$ cat config.mk
export PLATFORM = sky130hd
export DESIGN_NAME = reg_write_arbiter
export DESIGN_NICKNAME = d
export VERILOG_FILES = /design/src/rtl/reg_write_arbiter.sv
export SDC_FILE = /design/constraint.sdc
export NUM_CORES = 1
export LEC_CHECK = 0
export CAP_MARGIN = 10
export CORE_ASPECT_RATIO = 0.6
export CORE_UTILIZATION = 42
export DETAILED_ROUTE_END_ITERATION = 6
export PLACE_DENSITY = 0.88
export SLEW_MARGIN = 20
export SYNTH_ARGS = -nofsm -noshare
export SYNTH_HDL_FRONTEND = slang
export SYNTH_SLANG_ARGS = --single-unit
$ cat constraint.sdc
create_clock -name clk -period 2.4 [get_ports clk]
set_clock_uncertainty 0.1 [all_clocks]
set_input_delay 0.36 -clock clk [delete_from_list [all_inputs] [get_ports clk]]
set_output_delay 0.36 -clock clk [all_outputs]
set_load 0.01 [all_outputs]
$ cat src/rtl/reg_write_arbiter.sv
// Round-robin sequencer sharing the register-bank write path between NUM_REQ requesters.
// Each transaction is grant -> one-cycle enable strobe -> done/ack, three clocks in total.
module reg_write_arbiter #(
    parameter int NUM_REQ  = 4,
    parameter int NUM_REGS = 8,
    parameter int ADDR_W   = 3
) (
    input  logic                      clk,
    input  logic                      rst_n,
    input  logic [NUM_REQ-1:0]        req,
    input  logic [NUM_REQ*ADDR_W-1:0] req_addr,
    input  logic [NUM_REQ*8-1:0]      req_data,
    output logic [NUM_REQ-1:0]        gnt,
    output logic [NUM_REQ-1:0]        done,
    output logic                      err,
    output logic [NUM_REGS-1:0]       reg_enable,
    output logic [7:0]                reg_datain,
    output logic                      busy
);

    localparam int PTR_W = $clog2(NUM_REQ);

    typedef enum logic [1:0] {IDLE, STROBE, ACK} state_t;

    state_t              state, state_nxt;
    logic [PTR_W-1:0]    rr_ptr, win, win_q;
    logic                win_vld;
    logic [ADDR_W-1:0]   addr_q, win_addr;

    // First requester at or above rr_ptr, wrapping around.
    always_comb begin
        win     = '0;
        win_vld = 1'b0;
        for (int k = 0; k < NUM_REQ; k++) begin
            int idx;
            idx = int'(rr_ptr) + k;
            if (idx >= NUM_REQ) idx = idx - NUM_REQ;
            if (!win_vld && req[idx]) begin
                win_vld = 1'b1;
                win     = PTR_W'(idx);
            end
        end
    end

    assign win_addr = req_addr[int'(win)*ADDR_W +: ADDR_W];

    always_comb begin
        state_nxt = state;
        case (state)
            IDLE:    if (win_vld) state_nxt = STROBE;
            STROBE:  state_nxt = ACK;
            ACK:     state_nxt = IDLE;
            default: state_nxt = IDLE;
        endcase
    end

    always_ff @(posedge clk) begin
        if (!rst_n) state <= IDLE;
        else        state <= state_nxt;
    end

    always_ff @(posedge clk) begin
        if (!rst_n) begin
            gnt        <= '0;
            done       <= '0;
            err        <= 1'b0;
            reg_enable <= '0;
            reg_datain <= 8'h00;
            busy       <= 1'b0;
            rr_ptr     <= '0;
            win_q      <= '0;
            addr_q     <= '0;
        end else begin
            busy <= (state_nxt != IDLE);
            case (state)
                IDLE: begin
                    if (win_vld) begin
                        gnt        <= NUM_REQ'(1) << win;
                        win_q      <= win;
                        addr_q     <= win_addr;
                        reg_datain <= req_data[int'(win)*8 +: 8];
                        // Out-of-range targets still complete, but never strobe a register.
                        reg_enable <= (int'(win_addr) < NUM_REGS) ? (NUM_REGS'(1) << win_addr) : '0;
                    end
                end
                STROBE: begin
                    reg_enable <= '0;
                    done       <= gnt;
                    err        <= (int'(addr_q) >= NUM_REGS);
                end
                ACK: begin
                    done   <= '0;
                    err    <= 1'b0;
                    gnt    <= '0;
                    rr_ptr <= (int'(win_q) == NUM_REQ - 1) ? '0 : PTR_W'(int'(win_q) + 1);
                end
                default: ;
            endcase
        end
    end

endmodule

==> flow_summary.ini <==
[synthesis]
ys_ff_latch = 31
avgSynthCellArea_um2 = 8.892
yosys-top-cells-area = dfxtp_1 (35%), mux2i_1 (9.7%), nand2_1 (4.9%)
seq_area_frac_synth = 0.3543
syn_nets = 251
synthesis.area_um2 = 1752
synth_top_area_frac = 0.3543
synth_top_cell_by_area = dfxtp_1
synth_cell_types = 42
syn_inst = 197
synth_warnings = 0

[critical_path]
end_kind = flop
cp_slowest_cell = clkdlybuf4s50_1
rr_startpoint = rr_ptr[0]
reg2regPathDepth = 6
critPathKind = input pin to flop
cp_max_fo = 6
critPathArrivalTime_ps = 2390
worstSetupStartpointType = input pin
crit_required_ps = 2490
setup.worst_path.start = req[1]
cpPeakStageDelay_ps = 530
path_cells = clkdlybuf4s50_1, buf_4, or3b_1, a21boi_1, a211oi_1, or3b_4, o31ai_1
crit_cells = 7
cp.buffers_inverters = 2
path_delay_family = simple AND/OR/NAND/NOR gates
r2r_setup_slack_ps = 190
regToRegEndpoint = reg_enable[7]

[detailed_routing]
drt-total-wl_um = 5065
via_per_inst = 5.625
firstDrtPassIters = 4
drc = 0
wl_per_cell_um = 15.44
initialDrtViolationCount = 126
antenna_left = 0
vias = 1845

[cts]
post-cts-setup-buffers = 0
cts_sinks = 31
clk-insertion-delay-late_ps = 290
htree_levels = 2
cts_hold_buf = 0
cts_root_buf = clkbuf_8
max-clock-path-buffers = 2
numCtsBuffers = 5
cts_tree = yes
postCtsResizedCells = 0
clk_pin_slew_ps = 70

[sta]
setup_slack_ps = 101.7
hold_viol = 0
rsz0062_at_grt = no
drv_slew = 0
worst_pin_slew_ps = 741.0
min_period_ps = 2298
period_share = 0.9576
hold_ws_ps = 364.6
relSlewSlack = 0.5050
setup_viol = 0
max_freq_mhz = 435.1

[placed_design]
routabilityCongestion = 0.8706
pre_cts_slack_ps = -155.6
dp_hpwl_um = 3627
io_buffers = 74

[cells_and_area]
layout_common_cells = clkdlybuf4s50_1 (74), dfxtp_1 (31), nand2_1 (23)
antenna_cells = 0
syn2layout_area_growth_pct = 56.86
nNetsFinal = 334
fillers = 279
layout-drive-gt1-share = 0.1388
final_common_cell = clkdlybuf4s50_1
multiInputGateArea_um2 = 1036
ff_latch_area_um2 = 620.6

[global_route]
grtUsageTotal = 0.2362
grt_pass1_vias = 1664
grt_pass1_wl_um = 7962
grt_overflow = 0
antenna_found_initial = 0
grt_max_degree = 23

[outcome]
status = finished, final reports clean

[die]
core_area_um2 = 3829
die-width_um = 85.38
num_rows = 17
die_y_um = 52.03
pin_count = 76
start_util = 0.4575
dieArea_um2 = 4442

[hold_path]
holdPathEnd = reg_enable[4]
hp-class = flop to flop
worst_hold_startpoint = reg_enable[4]
hold_path_depth = 2

[power]
power.leakage_nw = 1.096
cellPowerDensity_nw_per_um2 = 577.8
ir_drop_mv = 0.2750

[job]
cap_violations = 0
-- final cells by class --
| class | count | area share |
|---|---|---|
| multi-input cells | 143 | 0.3770 |
| repair buffers | 92 | 0.3233 |
| flip-flops and latches | 31 | 0.2259 |
| clock buffers | 6 | 0.03005 |
| well taps | 47 | 0.02140 |
| clock inverters | 2 | 0.01275 |
| inverters | 7 | 0.009563 |
-- where the power goes --
| part | switching, W | internal, W | total (W) | leakage [nW] |
|---|---|---|---|---|
| Sequential | 0.0000284 | 0.000555 | 0.000583 | 0.254 |
| Clock | 0.000210 | 0.000336 | 0.000546 | 0.0612 |
| Combinational | 0.000204 | 0.000254 | 0.000458 | 0.781 |
-- worst register-to-register path: stages, from the launching register on --
cell      delay [ps]
dfxtp_1          540
inv_1            140
o21a_1           230
o22ai_4          300
a211oi_1         110
or3b_4           450
o31ai_1          250
-- Yosys cell counts (all sizes together) --
master   instances
o211ai           2
a21boi           5
inv              7
o2111ai          2
or3b             2
a211oi           1
clkbuf           7
nor3b            3
o21ai           13
a22oi            2
o211a            8
nand2           23
o22ai            6
o221a            1
and3             1
o21a             1
nand3            1
mux2             2
o22a             1
nand2b           2
mux2i           17
a221oi           7
dfxtp           31
nor4             1
or2              2
nor2             6
o31ai            9
nor2b            6
ha               4
conb             1
and2             7
a21oi            7
buf              9
-- routing by layer --
layer | track usage | up-vias | share of wire
met2 | 0.3669 | 88 | 0.46
met3 | 0.07302 | 5 | 0.079
li1 | - | 884 | -
met5 | 0 | - | 0
met1 | 0.3208 | 868 | 0.46
met4 | 0.05833 | 0 | 0.0059
-- worst max-delay path by stage --
stage	endpoint	slack, ps
global route	reg_enable[1]	20
detailed placement	reg_datain[5]	-160
CTS	reg_enable[7]	120
finish	reg_enable[7]	100
global placement	reg_enable[3]	-90
floorplan	reg_datain[4]	480
-- per-stage QoR --
step	util	setup TNS, ps	area, um^2	std cells	power (W)
after floorplan	-	0	1752	197	0.0008171
after global placement	0.6846	-918.3	2621	320	0.001029
final	0.7176	0	2748	328	0.001587
after global routing	0.7176	0	2748	328	0.001664
after CTS	0.7154	0	2739	328	0.001583
after detailed placement	0.6846	-1910	2621	320	0.001042
-- logic make-up (layout without fill, tap and decap cells) --
logic type | count (synthesis) | after routing | synth area share
muxes | 19 | 19 | 0.1100
other | 1 | 1 | 0.002141
adders and majority gates | 4 | 4 | 0.02857
AOI/OAI and AO/OA | 65 | 65 | 0.2778
buffers and inverters | 23 | 107 | 0.05929
DFF | 31 | 31 | 0.3543
and+or+nand+nor | 54 | 54 | 0.1679
-- registers in the layout, summed over array words and instances, names as in the netlist --
| name | count |
|---|---|
| busy | 1 |
| done | 4 |
| gnt | 4 |
| reg_datain | 8 |
| reg_enable | 8 |
| rr_ptr | 2 |
| state | 2 |
| win_q | 2 |
No activity file was read; power rests on OpenSTA's default activity.
